[config.mk]
export PLATFORM = sky130hd
export DESIGN_NAME = alarm_bank_flat
export DESIGN_NICKNAME = d
export VERILOG_FILES = /design/src/rtl/clock_pkg.sv /design/src/rtl/alarm_bank_if.sv /design/src/rtl/to_24h.sv /design/src/rtl/alarm_bank.sv /design/src/flat_wrapper.sv
export SDC_FILE = /design/constraint.sdc
export NUM_CORES = 1
export LEC_CHECK = 0
export BUFFER_PORTS_ARGS = -buffer_cell sky130_fd_sc_hd__buf_2
export CAP_MARGIN = 20
export CELL_PAD_IN_SITES_DETAIL_PLACEMENT = 1
export CELL_PAD_IN_SITES_GLOBAL_PLACEMENT = 2
export CORE_ASPECT_RATIO = 0.5
export CORE_MARGIN = 2
export CORE_UTILIZATION = 35
export DETAILED_ROUTE_END_ITERATION = 7
export PLACE_DENSITY_LB_ADDON = 0.1
export SYNTH_ARGS = -nofsm -noshare
export SYNTH_HDL_FRONTEND = slang
export SYNTH_HIERARCHICAL = 1
export SYNTH_SLANG_ARGS = --single-unit
[constraint.sdc]
create_clock -name clk -period 3.3 [get_ports clk]
set_clock_uncertainty 0.05 [all_clocks]
set_input_delay 0 -clock clk [delete_from_list [all_inputs] [get_ports clk]]
set_output_delay 0 -clock clk [all_outputs]
set_load 0.02 [all_outputs]
[src/rtl/clock_pkg.sv]
// Shared definitions for the alarm/clock slice.
// Packed live/alarm time layout (BCD, 20 bits):
//   {h10[19:18], h1[17:14], m10[13:11], m1[10:7], s10[6:4], s1[3:0]}
// Provides field offsets, the 24h slot type, the alarm FSM state enum
// and a BCD digit validity check.
package clock_pkg;

  localparam int unsigned TIME_W  = 20;
  localparam int unsigned S1_LSB  = 0;
  localparam int unsigned S10_LSB = 4;
  localparam int unsigned M1_LSB  = 7;
  localparam int unsigned M10_LSB = 11;
  localparam int unsigned H1_LSB  = 14;
  localparam int unsigned H10_LSB = 18;
  localparam int unsigned HH_W    = 6;
  localparam int unsigned MM_W    = 7;
  localparam int unsigned SS_W    = 7;

  typedef struct packed {
    logic [HH_W-1:0] hh;
    logic [MM_W-1:0] mm;
  } time24_t;

  typedef enum logic [1:0] {
    IDLE,
    RINGING,
    SNOOZE
  } alarm_state_e;

  function automatic logic bcd_ok(input logic [3:0] d);
    return d <= 4'd9;
  endfunction

endpackage

[src/rtl/alarm_bank_if.sv]
// Alarm store write/clear bus.
//   set_alarm   : write-slot strobe (rising edge acts)
//   clr_alarm   : disable-slot strobe (rising edge acts)
//   alarm_id    : target slot
//   stime_alarm : alarm time, packed BCD (seconds ignored)
//   sam_pm      : PM flag of stime_alarm in 12h mode
//   alarm_en    : per-slot enable (from the store)
//   wr_err      : one-cycle pulse on a rejected write (from the store)
interface alarm_bank_if;
  logic        set_alarm;
  logic        clr_alarm;
  logic [1:0]  alarm_id;
  logic [19:0] stime_alarm;
  logic        sam_pm;
  logic [3:0]  alarm_en;
  logic        wr_err;

  modport master (
    output set_alarm, clr_alarm, alarm_id, stime_alarm, sam_pm,
    input  alarm_en, wr_err
  );

  modport slave (
    input  set_alarm, clr_alarm, alarm_id, stime_alarm, sam_pm,
    output alarm_en, wr_err
  );
endinterface

[src/rtl/to_24h.sv]
// Combinational BCD hour converter to 24h format.
//   hour    : BCD hour {h10[5:4], h1[3:0]}
//   pm      : PM flag (used only when mode12h=1)
//   mode12h : 1 = hour is 01-12 with pm, 0 = hour is already 00-23
//   hour24  : BCD hour 00-23
//   valid   : hour is legal for the selected mode
module to_24h
  import clock_pkg::*;
(
  input  logic [5:0] hour,
  input  logic       pm,
  input  logic       mode12h,
  output logic [5:0] hour24,
  output logic       valid
);
  logic [1:0] w_h10;
  logic [3:0] w_h1;
  logic       w_digits_ok;
  logic [4:0] w_bin;
  logic [4:0] w_bin24;

  // Work in binary, then split back into BCD digits.
  always_comb begin
    w_h10       = hour[5:4];
    w_h1        = hour[3:0];
    w_digits_ok = bcd_ok(w_h1) && (w_h10 <= 2'd2);
    w_bin       = ({3'b000, w_h10} * 5'd10) + {1'b0, w_h1};
    valid       = 1'b0;
    w_bin24     = w_bin;
    if (mode12h) begin
      valid = w_digits_ok && (w_bin >= 5'd1) && (w_bin <= 5'd12);
      if (w_bin == 5'd12) w_bin24 = pm ? 5'd12 : 5'd0;
      else if (pm)        w_bin24 = w_bin + 5'd12;
    end else begin
      valid = w_digits_ok && (w_bin <= 5'd23);
    end
    if (w_bin24 >= 5'd20)      hour24 = {2'd2, 4'(w_bin24 - 5'd20)};
    else if (w_bin24 >= 5'd10) hour24 = {2'd1, 4'(w_bin24 - 5'd10)};
    else                       hour24 = {2'd0, w_bin24[3:0]};
  end
endmodule

[src/rtl/alarm_bank.sv]
// Four-slot alarm store with match detection and ring/snooze/stop FSM.
//   clk, rst    : clock, asynchronous active-low reset
//   hh_mm_ss    : live time, packed BCD; am_pm : live PM flag (12h mode)
//   mode12h     : 12h format for live and alarm times
//   bus         : alarm write/clear bus (slave side)
//   snooze_btn  : snooze level; stop_btn : stop level (rising edges act)
//   ring        : ring request; ring_id : active slot
//   snoozing    : high while snoozing; missed : sticky dropped-match flag
module alarm_bank
  import clock_pkg::*;
#(
  parameter int unsigned RING_SECS   = 60,
  parameter int unsigned SNOOZE_SECS = 300,
  parameter int unsigned MAX_SNOOZE  = 3
) (
  input  logic          clk,
  input  logic          rst,
  input  logic [19:0]   hh_mm_ss,
  input  logic          am_pm,
  input  logic          mode12h,
  alarm_bank_if.slave   bus,
  input  logic          snooze_btn,
  input  logic          stop_btn,
  output logic          ring,
  output logic [1:0]    ring_id,
  output logic          snoozing,
  output logic          missed
);
  localparam int unsigned CNT_MAX = (RING_SECS > SNOOZE_SECS) ? RING_SECS : SNOOZE_SECS;
  localparam int unsigned CW      = $clog2(CNT_MAX + 1);
  localparam int unsigned SW      = (MAX_SNOOZE > 0) ? $clog2(MAX_SNOOZE + 1) : 1;

  alarm_state_e   r_state;
  time24_t        r_slot [4];
  logic [3:0]     r_alarm_en;
  logic           r_wr_err, r_ring, r_snoozing, r_missed;
  logic [1:0]     r_ring_id;
  logic [CW-1:0]  r_ring_cnt, r_wait_cnt;
  logic [SW-1:0]  r_snz_cnt;
  logic [3:0]     r_in_s, r_in_h;   // {stop, snooze, clr, set}
  logic [3:0]     r_s1;

  logic [3:0] w_rise;
  logic       w_set, w_clr, w_snooze, w_stop;
  logic [5:0] w_wr_hour24, w_live_hour24;
  logic       w_wr_hok, w_live_hok, w_wr_ok;
  logic       w_tick, w_sec00;
  time24_t    w_live;
  logic [3:0] w_match;
  logic       w_multi;
  logic [1:0] w_first;
  logic       w_unused_secs;

  assign w_rise   = r_in_s & ~r_in_h;
  assign w_set    = w_rise[0];
  assign w_clr    = w_rise[1];
  assign w_snooze = w_rise[2];
  assign w_stop   = w_rise[3];

  to_24h u_wr_conv (
    .hour(bus.stime_alarm[19:14]), .pm(bus.sam_pm), .mode12h(mode12h),
    .hour24(w_wr_hour24), .valid(w_wr_hok)
  );

  to_24h u_live_conv (
    .hour(hh_mm_ss[19:14]), .pm(am_pm), .mode12h(mode12h),
    .hour24(w_live_hour24), .valid(w_live_hok)
  );

  assign w_wr_ok       = w_wr_hok && bcd_ok(bus.stime_alarm[10:7]) && (bus.stime_alarm[13:11] <= 3'd5);
  assign w_unused_secs = ^bus.stime_alarm[6:0];
  assign w_live        = '{hh: w_live_hour24, mm: hh_mm_ss[13:7]};
  assign w_sec00       = (hh_mm_ss[6:0] == 7'd0);
  assign w_tick        = (hh_mm_ss[3:0] != r_s1);

  always_comb begin
    w_match = '0;
    for (int unsigned i = 0; i < 4; i++) begin
      w_match[i] = w_tick && w_sec00 && w_live_hok && r_alarm_en[i] && (r_slot[i] == w_live);
    end
    if (w_match[0])      w_first = 2'd0;
    else if (w_match[1]) w_first = 2'd1;
    else if (w_match[2]) w_first = 2'd2;
    else                 w_first = 2'd3;
    // More than one bit set: clearing the lowest set bit leaves something.
    w_multi = ((w_match & (w_match - 4'd1)) != 4'd0);
  end

  always_ff @(posedge clk or negedge rst) begin
    if (!rst) begin
      r_state    <= IDLE;
      for (int unsigned i = 0; i < 4; i++) r_slot[i] <= '0;
      r_alarm_en <= '0;
      r_wr_err   <= 1'b0;
      r_ring     <= 1'b0;
      r_snoozing <= 1'b0;
      r_missed   <= 1'b0;
      r_ring_id  <= '0;
      r_ring_cnt <= '0;
      r_wait_cnt <= '0;
      r_snz_cnt  <= '0;
      r_in_s     <= '0;
      r_in_h     <= '0;
      r_s1       <= '0;
    end else begin
      r_in_s   <= {stop_btn, snooze_btn, bus.clr_alarm, bus.set_alarm};
      r_in_h   <= r_in_s;
      r_s1     <= hh_mm_ss[3:0];
      r_wr_err <= 1'b0;

      // Writing the active slot only updates the stored time.
      if (w_set) begin
        if (w_wr_ok) begin
          r_slot[bus.alarm_id]     <= '{hh: w_wr_hour24, mm: bus.stime_alarm[13:7]};
          r_alarm_en[bus.alarm_id] <= 1'b1;
        end else begin
          r_wr_err <= 1'b1;
        end
      end
      if (w_clr) r_alarm_en[bus.alarm_id] <= 1'b0;

      if (w_stop)                                        r_missed <= 1'b0;
      else if (w_multi || (r_state != IDLE && |w_match)) r_missed <= 1'b1;

      case (r_state)
        IDLE: begin
          if (|w_match) begin
            r_state    <= RINGING;
            r_ring     <= 1'b1;
            r_ring_id  <= w_first;
            r_ring_cnt <= CW'(RING_SECS);
            r_snz_cnt  <= '0;
          end
        end
        RINGING, SNOOZE: begin
          if (w_clr && (bus.alarm_id == r_ring_id)) begin
            r_state    <= IDLE;
            r_ring     <= 1'b0;
            r_snoozing <= 1'b0;
            r_snz_cnt  <= '0;
          end else if (w_stop) begin
            r_state    <= IDLE;
            r_ring     <= 1'b0;
            r_snoozing <= 1'b0;
          end else if (r_state == RINGING && w_snooze) begin
            if (r_snz_cnt < SW'(MAX_SNOOZE)) begin
              r_state    <= SNOOZE;
              r_ring     <= 1'b0;
              r_snoozing <= 1'b1;
              r_wait_cnt <= CW'(SNOOZE_SECS);
              r_snz_cnt  <= r_snz_cnt + 1'b1;
            end else begin
              r_state    <= IDLE;
              r_ring     <= 1'b0;
              r_snoozing <= 1'b0;
            end
          end else if (w_tick) begin
            if (r_state == RINGING) begin
              r_ring_cnt <= r_ring_cnt - 1'b1;
              if (r_ring_cnt == CW'(1)) begin
                r_state <= IDLE;
                r_ring  <= 1'b0;
              end
            end else begin
              r_wait_cnt <= r_wait_cnt - 1'b1;
              if (r_wait_cnt == CW'(1)) begin
                r_state    <= RINGING;
                r_ring     <= 1'b1;
                r_snoozing <= 1'b0;
                r_ring_cnt <= CW'(RING_SECS);
              end
            end
          end
        end
        default: begin
          r_state    <= IDLE;
          r_ring     <= 1'b0;
          r_snoozing <= 1'b0;
        end
      endcase
    end
  end

  assign ring         = r_ring;
  assign ring_id      = r_ring_id;
  assign snoozing     = r_snoozing;
  assign missed       = r_missed;
  assign bus.alarm_en = r_alarm_en;
  assign bus.wr_err   = r_wr_err;
endmodule

[src/flat_wrapper.sv]
// flat-port wrapper written by rule: the top's interface ports become plain ports
module alarm_bank_flat import clock_pkg::*;
#(
  parameter int unsigned RING_SECS   = 60,
  parameter int unsigned SNOOZE_SECS = 300,
  parameter int unsigned MAX_SNOOZE  = 3
)
  (clk, rst, hh_mm_ss, am_pm, mode12h, snooze_btn, stop_btn, ring, ring_id, snoozing, missed, bus_set_alarm, bus_clr_alarm, bus_alarm_id, bus_stime_alarm, bus_sam_pm, bus_alarm_en, bus_wr_err);
  alarm_bank_if bus_i ();
  input  logic clk;
  input  logic rst;
  input  logic [19:0] hh_mm_ss;
  input  logic am_pm;
  input  logic mode12h;
  input  logic snooze_btn;
  input  logic stop_btn;
  output logic ring;
  output logic [1:0] ring_id;
  output logic snoozing;
  output logic missed;
  input wire logic [$bits(bus_i.set_alarm)-1:0] bus_set_alarm;
  input wire logic [$bits(bus_i.clr_alarm)-1:0] bus_clr_alarm;
  input wire logic [$bits(bus_i.alarm_id)-1:0] bus_alarm_id;
  input wire logic [$bits(bus_i.stime_alarm)-1:0] bus_stime_alarm;
  input wire logic [$bits(bus_i.sam_pm)-1:0] bus_sam_pm;
  output wire logic [$bits(bus_i.alarm_en)-1:0] bus_alarm_en;
  output wire logic [$bits(bus_i.wr_err)-1:0] bus_wr_err;
  assign bus_i.set_alarm = bus_set_alarm;
  assign bus_i.clr_alarm = bus_clr_alarm;
  assign bus_i.alarm_id = bus_alarm_id;
  assign bus_i.stime_alarm = bus_stime_alarm;
  assign bus_i.sam_pm = bus_sam_pm;
  assign bus_alarm_en = bus_i.alarm_en;
  assign bus_wr_err = bus_i.wr_err;
  alarm_bank #(.RING_SECS(RING_SECS), .SNOOZE_SECS(SNOOZE_SECS), .MAX_SNOOZE(MAX_SNOOZE)) u_core (.clk(clk), .rst(rst), .hh_mm_ss(hh_mm_ss), .am_pm(am_pm), .mode12h(mode12h), .bus(bus_i), .snooze_btn(snooze_btn), .stop_btn(stop_btn), .ring(ring), .ring_id(ring_id), .snoozing(snoozing), .missed(missed));
endmodule
==> results.sh <==
export IMPL_reg2regPathDepth=6
export IMPL_setup_viol=16
export IMPL_routed_wl_um=16300
export IMPL_rrSetupSlack_ps=740
export IMPL_period_share_pct=121
export IMPL_hp_class="input pin to register"
export IMPL_fin_util_pct=46.9
export IMPL_num_vias=4796
export IMPL_cts_made_buffers=9
export IMPL_diodes=0
export IMPL_fp_coreArea_mm2=0.0164
export IMPL_synth_nets=636
export IMPL_layout_cells_non_filler=932
export IMPL_cp_arrival_ps=4200
export IMPL_hold_path_endpoint="u_core/bus.alarm_en[2]"
export IMPL_outcome="finished with violations"
export IMPL_placed_area_mm2=0.00706
export IMPL_r2r_end="u_core/r_ring_cnt[5]"
export IMPL_violations="setup timing"
export IMPL_fmax_mhz=249
export IMPL_preCtsSetupSlack_ps=-1350
export IMPL_peakVddDrop_mv=0.280
export IMPL_synth_seq_cells=95
export IMPL_yosys_warnings=6
export IMPL_cts_tree="built"
export IMPL_cp_required_ps=3490
export IMPL_fin_nets=772
export IMPL_port_buffer_count=53
export IMPL_clk_latency_ps=350
export IMPL_setup_tns_ps=-9040
export IMPL_place_hpwl_um=12500
export IMPL_syn_to_final_growth_pct=30.8
export IMPL_cts_root_buf="clkbuf_16"
export IMPL_maxCapViolCount=0
export IMPL_synth_distinct_cells=88
export IMPL_worst_slew_pin_slew_ps=844
export IMPL_ios=61
export IMPL_syn_area_mm2=0.00590
export IMPL_synth_edf_count=0
export IMPL_synth_top_area_share_pct=40.3
export IMPL_h_tree_depth=3
export IMPL_postRouteAntennaNets=0
export IMPL_wl_per_cell_um=17.4
export IMPL_antenna_found_initial=0
export IMPL_grt_util_all_layers_pct=19.2
export IMPL_start_util_pct=35.9
export IMPL_fillers=1835
export IMPL_min_period_ps=4010
export IMPL_drv_slew=0
export IMPL_worstHoldStart="bus_alarm_id[0]"
export IMPL_seq_area_frac_synth_pct=40.3
export IMPL_rsz0062_at_grt="yes"
export IMPL_cts_sinks=95
export IMPL_final_common_cell="dfrtp_1"
export IMPL_firstDrtPassIters=6
export IMPL_grt_pass1_wl_um=26700
export IMPL_powerDensity_mw_per_mm2=614
export IMPL_crit_fanout=4
export IMPL_die_h_um=95.8
export IMPL_r2r_start="u_core/r_state[0]"
export IMPL_dieWidth_um=188
export IMPL_clk_pin_slew_worst_paths_ps=70
export IMPL_synthArstFlopShare_pct=100
export IMPL_syn_instance_count=564
export IMPL_dp_cells=891
export IMPL_vias_per_cell=5.15
export IMPL_row_count=33
export IMPL_setup_ws_ps=-709
export IMPL_start_kind="input pin"
export IMPL_overflow=0
export IMPL_finalHoldViolations=0
export IMPL_mostFrequentLayoutCells="dfrtp_1 (95), buf_4 (63), mux2_2 (53)"
export IMPL_leakage_nw=3.42
export IMPL_yosys_top_cells_area="dfrtp_1 (40%), mux2_2 (10%), xnor2_1 (6.8%)"
export IMPL_final_cell_area_mm2=0.00771
export IMPL_crit_type="input pin to register"
export IMPL_synthFlopType="dfrtp_1"
export IMPL_postSynthAreaPerCell_um2=10.5
export IMPL_grt_max_degree=61
export IMPL_worstSetupEndpointType="register"
export IMPL_die_area_mm2=0.0180
export IMPL_whs_path_depth=3
export IMPL_regArea_mm2=0.00238
export IMPL_multi_input_area_mm2=0.00358
export IMPL_cts_buffer_depth=2
export IMPL_layout_drive_gt1_share_pct=37.2
export IMPL_drtIter0Drc=173
export IMPL_place_gp_congestion=0.861
export IMPL_slew_headroom_pct=43.7
export IMPL_grt_pass1_vias=4959
export IMPL_drcViolationCount=0
export IMPL_synth_top_cell_by_area="dfrtp_1"
-- area by class of cell --
| class | instances | area share (%) |
|---|---|---|
| flip-flops and latches | 95 | 30.8 |
| repair buffers | 141 | 13.9 |
| clock inverters | 6 | 0.633 |
| inverters | 30 | 1.54 |
| multi-input cells | 423 | 46.4 |
| clock buffers | 10 | 2.97 |
| well taps | 227 | 3.68 |
-- worst max-delay path by stage --
stage                  from                    to
2_1_floorplan  hh_mm_ss[18]     u_core/r_state[1]
3_3_place_gp   hh_mm_ss[18]  u_core/r_ring_cnt[2]
3_5_place_dp   hh_mm_ss[18]  u_core/r_ring_cnt[2]
4_1_cts        hh_mm_ss[18]     u_core/r_state[0]
5_1_grt        hh_mm_ss[15]     u_core/r_state[1]
6_report       hh_mm_ss[15]     u_core/r_state[1]
-- worst max-delay path: stages --
cell and delay (ps):
buf_8 80, ha_4 130, inv_2 30, fa_2 410, xor2_4 180, nor3_2 200, o2111a_1 190, a211o_1 140
inv_2 60, ha_4 150, nand2_2 70, nand2_2 60, a21oi_4 180, mux2i_1 110, nor2_2 180, or2_4 220
xnor2_2 140, nand4_1 200, or4_4 490, a41o_4 310, a221oi_4 320, mux2_4 320
-- kinds of logic after synthesis --
logic type	share of synthesized area, %
adder cells (fa/ha/maj)	4.88
AO/OA/AOI/OAI	15.8
multiplexers	11.6
buffers and inverters	3.48
AND/OR/NAND/NOR	14.3
flip-flops	40.3
XOR/XNOR	9.61
-- per-layer routing --
metal	part of all wire, %	GRT usage [%]	up-vias
li1	-	-	2332
met1	51	25.7	2417
met2	46	32.8	37
met3	2.1	3.97	10
met4	0.90	3.87	0
met5	0	0	-
-- Yosys cell counts, drive strengths merged (3+ instances only) --
cell type and number:
dfrtp 95, mux2 57, xnor2 46, nand2 38, o21ai 31, inv 29, a21oi 24, nor2 24
ha 19, xor2 17, nor3 13, nand4 12, nand2b 11, and3 9, buf 9, and2 8
nand3 8, o31ai 8, clkbuf 7, nor4 7, a21o 5, o22ai 5, a211oi 4, a221oi 4
a31oi 4, mux2i 4, or4 4, a2bb2oi 3, a41oi 3, nand4b 3, o2111ai 3, o22a 3
o311ai 3, or2 3, or3 3
-- where the power goes --
part | leakage (nW) | switching [mW] | internal [mW]
registers | 1.23 | 0.212 | 1.40
logic | 2.06 | 1.13 | 0.981
clock network | 0.139 | 0.489 | 0.524
total | 3.42 | 1.83 | 2.91
-- timing repair --
item	CTS	global route
buffers inserted	7	0
hold buffers	18	0
endpoints found under the hold margin	101	0
resized for setup	24	2
setup endpoints to repair	16	16
pin swaps	28	4
-- state kept, by name, indices dropped and copies added (netlist names) --
register	flops
u_core/r_slot	52
u_core/r_ring_cnt	9
u_core/r_wait_cnt	9
u_core/bus.alarm_en	4
u_core/r_in_h	4
u_core/r_in_s	4
u_core/r_s1	4
u_core/r_snz_cnt	2
u_core/r_state	2
u_core/ring_id	2
u_core/bus.wr_err	1
u_core/missed	1
u_core/snoozing	1
-- metrics by stage --
step                hold slack (ps)  total power, mW
global placement               59.5             3.61
global route                   73.5             5.09
finish                         36.8             4.74
floorplan                      -346             2.99
CTS                            20.9             4.78
detailed placement             60.7             3.66
Power figures use the tool's default switching activity.
